--- src/rtl/branch_condition_if.sv ---
// Execute-stage branch request/response bundle shared by the branch unit and its driver.
interface branch_condition_if #(
    parameter int ADDR_W = 64
);
    logic              br_valid;
    logic [1:0]        br_type;
    logic [3:0]        cond;
    logic [ADDR_W-1:0] pc;
    logic [25:0]       offset;
    logic [63:0]       reg_val;
    logic              negative_in;
    logic              zero_in;
    logic              carry_in;
    logic              overflow_in;
    logic              taken;
    logic [ADDR_W-1:0] target;
    logic              flush;
    logic              busy;
    logic [15:0]       taken_count;

    modport master (
        output br_valid, br_type, cond, pc, offset, reg_val,
               negative_in, zero_in, carry_in, overflow_in,
        input  taken, target, flush, busy, taken_count
    );

    modport slave (
        input  br_valid, br_type, cond, pc, offset, reg_val,
               negative_in, zero_in, carry_in, overflow_in,
        output taken, target, flush, busy, taken_count
    );
endinterface

--- src/rtl/branch_condition_unit.sv ---
// Resolves B / B.cond / CBZ / CBNZ in execute, issues a one-cycle redirect and
// holds flush for FLUSH_CYCLES cycles while ignoring further branches.
module branch_condition_unit #(
    parameter int ADDR_W       = 64,
    parameter int FLUSH_CYCLES = 2
) (
    input logic               clk,
    input logic               reset,
    branch_condition_if.slave bus
);
    localparam logic [0:0] IDLE  = 1'b0;
    localparam logic [0:0] FLUSH = 1'b1;

    logic [0:0]        state;
    logic [3:0]        flush_cnt;
    logic              taken_q;
    logic [ADDR_W-1:0] target_q;
    logic [15:0]       count_q;

    logic              cond_ok;
    logic              take;
    logic              accept;
    logic [ADDR_W-1:0] off_ext;
    logic [ADDR_W-1:0] next_target;

    always_comb begin
        cond_ok = 1'b1;
        case (bus.cond)
            4'h0: cond_ok = bus.zero_in;
            4'h1: cond_ok = !bus.zero_in;
            4'h2: cond_ok = bus.carry_in;
            4'h3: cond_ok = !bus.carry_in;
            4'h4: cond_ok = bus.negative_in;
            4'h5: cond_ok = !bus.negative_in;
            4'h6: cond_ok = bus.overflow_in;
            4'h7: cond_ok = !bus.overflow_in;
            4'h8: cond_ok = bus.carry_in && !bus.zero_in;
            4'h9: cond_ok = !(bus.carry_in && !bus.zero_in);
            4'hA: cond_ok = (bus.negative_in == bus.overflow_in);
            4'hB: cond_ok = (bus.negative_in != bus.overflow_in);
            4'hC: cond_ok = !bus.zero_in && (bus.negative_in == bus.overflow_in);
            4'hD: cond_ok = !(!bus.zero_in && (bus.negative_in == bus.overflow_in));
            default: cond_ok = 1'b1;
        endcase
    end

    always_comb begin
        take = 1'b1;
        case (bus.br_type)
            2'b00: take = 1'b1;
            2'b01: take = cond_ok;
            2'b10: take = (bus.reg_val == 64'd0);
            default: take = (bus.reg_val != 64'd0);
        endcase
    end

    // Unconditional B carries a 26-bit word offset, all others 19-bit.
    always_comb begin
        if (bus.br_type == 2'b00)
            off_ext = ADDR_W'($signed(bus.offset));
        else
            off_ext = ADDR_W'($signed(bus.offset[18:0]));
        next_target = bus.pc + (off_ext << 2);
    end

    assign accept = bus.br_valid && (state == IDLE) && take;

    always_ff @(posedge clk) begin
        if (!reset) begin
            state     <= IDLE;
            flush_cnt <= 4'd0;
            taken_q   <= 1'b0;
            target_q  <= '0;
            count_q   <= 16'd0;
        end else begin
            taken_q <= accept;
            if (accept) begin
                state     <= FLUSH;
                flush_cnt <= 4'(FLUSH_CYCLES - 1);
                target_q  <= next_target;
                if (count_q != 16'hFFFF)
                    count_q <= count_q + 16'd1;
            end else if (state == FLUSH) begin
                if (flush_cnt == 4'd0)
                    state <= IDLE;
                else
                    flush_cnt <= flush_cnt - 4'd1;
            end
        end
    end

    assign bus.taken       = taken_q;
    assign bus.target      = target_q;
    assign bus.flush       = (state == FLUSH);
    assign bus.busy        = (state != IDLE);
    assign bus.taken_count = count_q;
endmodule

--- src/flat_wrapper.sv ---
// flat-port wrapper written by rule: the top's interface ports become plain ports
module branch_condition_unit_flat 
#(
    parameter int ADDR_W       = 64,
    parameter int FLUSH_CYCLES = 2
)
  (clk, reset, bus_br_valid, bus_br_type, bus_cond, bus_pc, bus_offset, bus_reg_val, bus_negative_in, bus_zero_in, bus_carry_in, bus_overflow_in, bus_taken, bus_target, bus_flush, bus_busy, bus_taken_count);
  branch_condition_if #(.ADDR_W(ADDR_W)) bus_i ();
  input logic clk;
  input logic reset;
  input wire logic [$bits(bus_i.br_valid)-1:0] bus_br_valid;
  input wire logic [$bits(bus_i.br_type)-1:0] bus_br_type;
  input wire logic [$bits(bus_i.cond)-1:0] bus_cond;
  input wire logic [$bits(bus_i.pc)-1:0] bus_pc;
  input wire logic [$bits(bus_i.offset)-1:0] bus_offset;
  input wire logic [$bits(bus_i.reg_val)-1:0] bus_reg_val;
  input wire logic [$bits(bus_i.negative_in)-1:0] bus_negative_in;
  input wire logic [$bits(bus_i.zero_in)-1:0] bus_zero_in;
  input wire logic [$bits(bus_i.carry_in)-1:0] bus_carry_in;
  input wire logic [$bits(bus_i.overflow_in)-1:0] bus_overflow_in;
  output wire logic [$bits(bus_i.taken)-1:0] bus_taken;
  output wire logic [$bits(bus_i.target)-1:0] bus_target;
  output wire logic [$bits(bus_i.flush)-1:0] bus_flush;
  output wire logic [$bits(bus_i.busy)-1:0] bus_busy;
  output wire logic [$bits(bus_i.taken_count)-1:0] bus_taken_count;
  assign bus_i.br_valid = bus_br_valid;
  assign bus_i.br_type = bus_br_type;
  assign bus_i.cond = bus_cond;
  assign bus_i.pc = bus_pc;
  assign bus_i.offset = bus_offset;
  assign bus_i.reg_val = bus_reg_val;
  assign bus_i.negative_in = bus_negative_in;
  assign bus_i.zero_in = bus_zero_in;
  assign bus_i.carry_in = bus_carry_in;
  assign bus_i.overflow_in = bus_overflow_in;
  assign bus_taken = bus_i.taken;
  assign bus_target = bus_i.target;
  assign bus_flush = bus_i.flush;
  assign bus_busy = bus_i.busy;
  assign bus_taken_count = bus_i.taken_count;
  branch_condition_unit #(.ADDR_W(ADDR_W), .FLUSH_CYCLES(FLUSH_CYCLES)) u_core (.clk(clk), .reset(reset), .bus(bus_i));
endmodule
--- config.mk ---
export PLATFORM = sky130hd
export DESIGN_NAME = branch_condition_unit_flat
export DESIGN_NICKNAME = d
export VERILOG_FILES = /design/src/rtl/branch_condition_if.sv /design/src/rtl/branch_condition_unit.sv /design/src/flat_wrapper.sv
export SDC_FILE = /design/constraint.sdc
export NUM_CORES = 1
export LEC_CHECK = 0
export CAP_MARGIN = 20
export CORE_ASPECT_RATIO = 0.7
export CORE_UTILIZATION = 50
export DETAILED_ROUTE_END_ITERATION = 8
export DONT_BUFFER_PORTS = 1
export PLACE_DENSITY = 0.69
export SYNTH_ARGS = -nofsm -noshare
export SYNTH_HDL_FRONTEND = slang
export SYNTH_SLANG_ARGS = --single-unit
--- constraint.sdc ---
create_clock -name clk -period 6.4 [get_ports clk]
set_input_delay 0.64 -clock clk [delete_from_list [all_inputs] [get_ports clk]]
set_output_delay 0.64 -clock clk [all_outputs]
set_load 0.05 [all_outputs]
# [Word level (Yosys, flattened, before mapping)]
# Cells that the tools add are included.
[totals] out_inout_bits=83 elab_cells=60 mem_bits_rw=0 n_memories=0 register_bits=86 latchBits=0 rom_bits=0 in_bits=167
[classes] reduce_logical=20 n_eq_ne=19 mux=9 n_lt_le_gt_ge=0 multipliers=0 shifts=0 n_addsub=3 n_bitwise=3 div=0
[ops] operator="adder 64 bit" n=1
[ops] operator="zero test 64 bit" n=1
[ops] operator="nonzero test 64 bit" n=1
[ops] operator="2-to-1 mux 62 bit" n=1
[ops] operator="== test 4 bit, second input constant" n=6
[ops] operator="adder 16 x 1 -> 16 bit, second input constant" n=1
[ops] operator="== test 4 x 3 -> 1 bit, second input constant" n=4
[ops] operator="inequality test 16 bit, second input constant" n=1
[ops] operator="case mux 1 bit (14 select lines)" n=1
[ops] operator="== test 4 x 2 -> 1 bit, second input constant" n=2
[ops] operator="zero test 4 bit" n=2
[ops] operator="zero test 1 bit" n=6
[ops] operator="2-to-1 mux 1 bit" n=6
[ops] operator="AND reduction 2 bit" n=3
[ops] operator="== test 4 x 1 -> 1 bit, second input constant" n=1
[ops] operator="logical AND 1 bit" n=4
[ops] operator="subtractor 4 x 1 -> 4 bit, second input constant" n=1
[ops] operator="NOT 1 bit" n=3
[ops] operator="case mux 1 bit (3 select lines)" n=1
[ops] operator="== test 2 x 1 -> 1 bit, second input constant" n=1
[ops] operator="== test 2 bit, second input constant" n=1
[ops] operator="zero test 2 bit" n=1
[ops] operator="inequality test 2 x 1 -> 1 bit, second input constant" n=1
[ops] operator="nonzero test 2 bit" n=1
[ops] operator="3 further kinds" n=3

# [Depth between registers and ports, before layout]
# Gate-level depths: netlist (run 1).
[depth] ltp_word=8 depth_mapped=14 mapped_depth_nobuf=13

# [Least setup slack after synthesis (run 1)]
# Ideal clock, no wire load.
[synth_path] kind="input -> register" from="input bus_br_type[1]" to="register u_core.target_q[53], in the netlist u_core.bus.target[53]" slack_ns=2.172 required_ns=6.283 setup_ns=0.117 cell_stages=13 n_path_buf=1 arrival_time_ns=4.111 cell_sequence="o21ai_1 nand2_1 ha_1 buf_2 a21oi_1 o21ai_1 a221o_1 a21oi_2 o21a_1 o21ai_1 o21a_2 or3_1 a32o_1"
[synth_between] elab_chain_cells=3 word_cells_on_any_way=7 cone_classes="1 x add/sub; 2 x eq/ne; 2 x mux; 2 x reduce/logical"
[synth_lines] item="start: declaration" line="flat_wrapper.sv:12" text="input wire logic [$bits(bus_i.br_type)-1:0] bus_br_type;"
[synth_lines] item="zero test 2 bit, or another cell as far along" line="branch_condition_unit.sv:49, branch_condition_unit.sv:59"
[synth_lines] item="2-to-1 mux 62 bit / case mux 1 bit (3 select lines) (equally long branches)" line="branch_condition_unit.sv:59, branch_condition_unit.sv:49"
[synth_lines] item="adder 64 bit / logical AND 1 bit (equally long branches)" line="branch_condition_unit.sv:63, branch_condition_unit.sv:66"
[synth_lines] item="end signal: assignment" line="branch_condition_unit.sv:80" text="target_q <= next_target;"
[synth_lines] item="end: declaration" line="branch_condition_unit.sv:17" text="logic [ADDR_W-1:0] target_q;"
# Several ways; a longest one is shown, not always the timed one.
# A chain may end at the register's enable or synchronous reset.

# [Worst setup path in the final report (run 1)]
[layout_path] from="input bus_br_type[1]" to="register u_core.target_q[50], in the netlist u_core.bus.target[50]"
# The elaborated chain is that of the path after synthesis.

==> impl_metrics.yaml, run 1 <==
status:
  status: "complete, no violations"
global_route:
  grt-ovfl-total: 0
  grt_max_degree: 57
  grt_first_pass_wirelength_mm: 37.2
  antenna_found_initial: 0
  grt_pass1_vias: 6865
  grt_usage: 0.302
power_and_ir_drop:
  total_power_mw: 2.06
  peakVddDrop_uv: 126
  power_density_mw_per_mm2: 258
  leakage_nw: 3.18
die:
  dieArea_sq_mm: 0.0157
  core.rowCount: 37
  start_util: 0.515
  fp.coreArea_sq_mm: 0.0147
  ios: 250
  die_w_microns: 149
  die_height_microns: 105
setup_path:
  endpoint_kind: "flip-flop"
  cp_max_fo: 20
  reg2reg_depth: 5
  cp.required_ns: 6.62
  cp.arrival_ns: 4.47
  cp-start-kind: "primary input"
  crit_type: "in -> reg"
cts:
  cts_sinks: 86
  cts_root_buf: "clkbuf_16"
  clk_pin_slew_ns: 0.08
  cts_tree: "yes"
  cts_buffer_depth: 2
  h-tree-depth: 3
  cts_resized: 0
  cts_buffers: 9
  clkLatencyLatePin_ns: 0.35
  cts_hold_buffers: 0
  post-cts-setup-buffers: 0
yosys:
  syn-instance-count: 998
  async_reset_ff_frac: 0
  synth_edf_count: 0
  netlist_top_cells_area: "dfxtp_1 (23%), ha_1 (11%), a21oi_1 (6.9%)"
  synth_flop_cell: "dfxtp_1"
  yosys.area.top_type: "dfxtp_1"
  synth_seq_area_share: 0.227
  syn-num-nets: 1235
  ys_warn_count: 0
  synth.distinct_cells: 79
  synth-seq-cells: 86
  syn_area_per_cell_sq_um: 7.59
  synth_top_area_share: 0.227
  synth_area_sq_mm: 0.00757
min_path:
  holdPathStages: 1
  hp-class: "in -> reg"
routing:
  wl_per_cell_microns: 20.3
  dr.first_iter.drc_count: 701
  route.detailed.drc: 0
  drtAntennaViolNets: 0
  vias: 7505
  viasPerCell: 6.45
  drt_wl_total_mm: 23.6
  first_pass_iters: 5
sta:
  slew_viol_final: 0
  fin_worst_skew_ns: 0.0103
  min_period_over_period: 0.663
  rsz0062_at_grt: "no"
  whs_ns: 0.423
  slew_headroom: 0.311
  setup_violations: 0
  worst_pin_slew_ns: 1.02
  finalHoldViolCount: 0
  fmax_ghz: 0.235
  setup_tns_ns: 0
  period_needed_ns: 4.25
layout:
  finalInstanceArea_sq_mm: 0.00799
  fin_nets: 1201
  diodes: 0
  area_delta_synth_final_pct: 5.50
  drive_gt1_frac: 0.0506
run:
  drv_cap: 0
placement:
  port_buffers: 0
  place.gp.congestion: 1.04
  placed_area_sq_mm: 0.00765
  dp_hpwl_mm: 18.5
registers in the layout, summed over array words and instances, names as in the netlist:
| signal | flops |
|---|---|
| u_core.bus.busy | 1 |
| u_core.bus.taken | 1 |
| u_core.bus.taken_count | 16 |
| u_core.bus.target | 64 |
| u_core.flush_cnt | 4 |
cells by family after synthesis:
| kind of cell | share of synthesized area |
|---|---|
| adders and majority gates | 0.117 |
| buffers and inverters | 0.0398 |
| and+or+nand+nor | 0.249 |
| xor gates and xnor gates | 0.0793 |
| AOI/OAI and AO/OA | 0.261 |
| muxes | 0.0264 |
| DFF | 0.227 |
worst max-delay path, cell delays in order:
cell and delay [ns]:
o21ai_1 0.34, nand2_1 0.42, buf_16 0.30, ha_1 0.38, a21oi_1 0.26, o21ai_0 0.20, or3_1 0.40, o31ai_1 0.86
o21ai_0 0.25, xor2_1 0.20, mux2i_1 0.14, nor2_1 0.06
metrics by stage:
| step | instances | util | setup slack [ns] |
|---|---|---|---|
| detailed placement | 1148 | 0.520 | 1.99 |
| finish | 1164 | 0.543 | 2.15 |
| floorplan | 998 | - | 2.17 |
| global placement | 1147 | 0.518 | 1.47 |
| global route | 1164 | 0.543 | 1.84 |
| CTS | 1164 | 0.543 | 2.28 |
report_power, final:
part | internal [mW] | switching, mW | total [mW]
Combinational | 0.250 | 0.412 | 0.661
Sequential | 0.583 | 0.204 | 0.787
Clock | 0.361 | 0.252 | 0.612
cells in the mapped netlist (all sizes together), types with 6 or more instances:
cell / n
nand2: 114
a21oi: 108
nor2: 105
dfxtp: 86
ha: 69
o21ai: 55
xnor2: 36
clkbuf: 33
a21o: 32
nand4: 31
nand3: 30
xor2: 30
nor3: 27
nor4: 25
mux2i: 20
inv: 18
o21bai: 18
buf: 17
a31oi: 14
and2: 13
a211oi: 12
and3: 10
o21a: 9
or3: 8
o31ai: 6
layout by cell type (no fill, tap or decap), drive strengths merged, types with 30 or more instances in the layout:
cell type / netlist / layout
ha: 69 / 69
xor2: 30 / 30
a21oi: 108 / 108
nand4: 31 / 31
dfxtp: 86 / 86
nand3: 30 / 30
a21o: 32 / 32
nor2: 105 / 105
o21ai: 55 / 55
nand2: 114 / 114
xnor2: 36 / 36
layout make-up:
class                   count  area (sq um)
fillers                  1421          6730
inverters                  18          67.6
flip-flops and latches     86          1720
multi-input cells         844          5550
well taps                 195           244
repair buffers              5          70.1
clock buffers              10           239
clock inverters             6          97.6
per-layer routing:
layer,wire length (microns),vias to the layer above,track usage
li1,-,3613,-
met1,11400,3456,0.459
met2,8740,411,0.387
met3,3190,25,0.117
met4,319,0,0.0620
met5,0,-,0
final timing paths:
path | end | start | slack, ns
min reg2reg | u_core.flush_cnt[3] | u_core.flush_cnt[3] | 0.53
min | u_core.bus.taken_count[11] | reset | 0.42
max | u_core.bus.target[50] | bus_br_type[1] | 2.15
max reg2reg | u_core.bus.target[57] | u_core.bus.busy | 3.56
(Power assumes the default switching activity.)
==> inputs of run 2 (changes only) <==
--- a/config.mk
+++ b/config.mk
@@ -5,6 +5,7 @@
 export SDC_FILE = /design/constraint.sdc
 export NUM_CORES = 1
 export LEC_CHECK = 0
+export ABC_AREA = 1
 export CAP_MARGIN = 20
 export CORE_ASPECT_RATIO = 0.7
 export CORE_UTILIZATION = 50
==> constraint.sdc (replaced) <==
create_clock -name clk -period 4.4 [get_ports clk]
set_input_delay 0.44 -clock clk [delete_from_list [all_inputs] [get_ports clk]]
set_output_delay 0.44 -clock clk [all_outputs]
set_load 0.05 [all_outputs]
==> impl_metrics.yaml, run 2 <==
cts:
  cts_buffer_depth: 2
  clk_pin_slew_ns: 0.08
  h-tree-depth: 3
  cts_root_buf: "clkbuf_16"
  cts_sinks: 86
  cts_resized: 0
  clkLatencyLatePin_ns: 0.36
  post-cts-setup-buffers: 0
  cts_buffers: 9
  cts_hold_buffers: 0
  cts_tree: "yes"
layout:
  fin_nets: 1841
  multiInputGateArea_sq_mm: 0.00624
  final-instance-count-excl-fill: 1843
  regArea_sq_mm: 0.00172
  finalInstanceArea_sq_mm: 0.00948
  layout_common_cells: "nand2_1 (582), nor2_1 (230), inv_1 (223)"
  nFillCells: 1873
  final_common_cell: "nand2_1"
  utilization: 0.546
  drive_gt1_frac: 0.0236
  largest_reg_flops: 64
  area_delta_synth_final_pct: 5.51
yosys:
  synth_top_family_by_area: "simple AND/OR/NAND/NOR gates"
  async_reset_ff_frac: 0
  yosys.area_share.xor_xnor: 0.0478
  ys_warn_count: 0
  synth_top_area_share: 0.243
  synth_most_common_cell: "nand2_1"
  synth_flop_cell: "dfxtp_1"
  syn-instance-count: 1620
  syn-num-nets: 1857
  netlist_top_cells_area: "nand2_1 (24%), dfxtp_1 (19%), nor2_1 (9.6%)"
  syn_area_per_cell_sq_um: 5.55
  synth.distinct_cells: 35
  synth_edf_count: 0
  synth_seq_area_share: 0.192
  synthAdderAreaFrac: 0.0983
  yosys.area_share.simple: 0.465
  yosys.area.top_type: "nand2_1"
  synth_area_sq_mm: 0.00899
  synthMuxAreaShare: 0
  synth_common_cells: "nand2_1 (582), nor2_1 (231), inv_1 (223), nand3_1 (135), dfxtp_1 (86)"
  synth-seq-cells: 86
  synth-compound-area-share: 0.0824
routing:
  drt-met1-wl_mm: 14.8
  route.detailed.drc: 0
  vias: 9800
  dr.first_iter.drc_count: 850
  drtAntennaViolNets: 0
  viasPerCell: 5.32
  first_pass_iters: 8
  drt_wl_total_mm: 29.5
  wl_per_cell_microns: 16.0
  top_layer_used: "met5"
  dr_wl_met2_mm: 11.0
  wl_met3_mm: 3.38
setup_path:
  cpMostUsedCell: "nor2_1"
  reg2reg_depth: 9
  cp-start-kind: "primary input"
  cpLargestDelayFamily: "simple AND/OR/NAND/NOR gates"
  cp.arrival_ns: 3.24
  crit_type: "in -> reg"
  cp.required_ns: 4.71
  path_cells: "inv_1, a21oi_1, nor2_4, buf_4, ha_1, nand2_1, nor2_1, inv_1, nor2_1, nand3_1, nor2_1, nand2_1, nand3_1, nor2_1, nor2_1, nand2_1, nand2_1"
  reg2reg_slack_ns: 1.77
  endpoint_kind: "flip-flop"
  max_stage_delay_ns: 0.48
  cp_slowest_cell: "a21oi_1"
  cp.depth: 17
  critical_path_buf_inv_count: 3
  cp_max_fo: 40
die:
  dieArea_sq_mm: 0.0185
  die_height_microns: 114
  core.rowCount: 40
  die_w_microns: 162
  start_util: 0.517
  ios: 250
  fp.coreArea_sq_mm: 0.0174
sta:
  rsz0062_at_grt: "no"
  fmax_ghz: 0.341
  min_period_over_period: 0.667
  finalHoldViolCount: 0
  worst_slack_ns: 1.46
  setup_tns_ns: 0
  period_needed_ns: 2.94
  worst_pin_slew_ns: 0.758
  slew_headroom: 0.494
  slew_viol_final: 0
  setup_violations: 0
  fin_worst_skew_ns: 0.00954
  whs_ns: 0.189
power_and_ir_drop:
  peakVddDrop_uv: 171
  leakage_nw: 4.88
  total_power_mw: 3.05
  power_density_mw_per_mm2: 321
global_route:
  antenna_found_initial: 4
  grt-ovfl-total: 0
  grt_first_pass_wirelength_mm: 46.2
  grt_pass1_vias: 8653
  grt_max_degree: 66
  grt_usage: 0.321
status:
  status: "complete, no violations"
placement:
  port_buffers: 0
  place_ws_ns: 1.12
  dp_cells: 1824
  placed_area_sq_mm: 0.00915
  place.gp.congestion: 0.997
  dp_hpwl_mm: 24.4
run:
  drv_cap: 0
min_path:
  holdPathStages: 2
  hp-class: "in -> reg"
==> run 2: changes by cell type after synthesis, moves of 23 or more <==
cell      before  now
a21o_1        32    1
nand2_1      114  582
a21oi_1      105   73
inv_1         18  223
nor2_1       104  231
clkbuf_1      32    9
nand3_1       30  135
==> run 2: final timing paths <==
kind | from | end
max reg2reg | u_core.bus.taken_count[0] | u_core.bus.taken_count[2]
min | bus_pc[1] | u_core.bus.target[1]
max | bus_br_type[0] | u_core.bus.target[54]
min reg2reg | u_core.flush_cnt[1] | u_core.flush_cnt[1]
==> run 2: power breakdown <==
group / switching [mW] / internal (mW) / leakage [nW]
sequential: 0.285 / 0.847 / 0.702
clock: 0.363 / 0.506 / 0.155
combinational: 0.705 / 0.340 / 4.02
total: 1.35 / 1.69 / 4.88
==> run 2: worst reg2reg max path: stages (launching register included) <==
cell and delay [ns]:
dfxtp_1 0.73, ha_1 0.29, nand2_1 0.11, nor3_2 0.32, nand2_2 0.11, nor3_2 0.15, nand2_2 0.24, nand3_2 0.35
nand2_1 0.10, a21oi_1 0.14
==> run 2: final cells by class <==
type	instances	area share
repair buffers	5	0.00528
inverters	226	0.0895
well taps	231	0.0305
clock buffers	9	0.0238
diodes	3	0.000792
multi-input cells	1276	0.658
clock inverters	7	0.0110
flip-flops and latches	86	0.182
==> run 2: metal layers <==
layer  vias up  track usage
met5         -            0
met4         2       0.0553
met3        21       0.0963
met2       408        0.438
met1      4311        0.487
li1       5058            -
==> run 2: logic make-up after synthesis <==
logic type                 after synthesis
AOI/OAI and AO/OA                      139
xor gates and xnor gates                49
adders and majority gates               70
buffers and inverters                  258
DFF                                     86
and+or+nand+nor                       1018
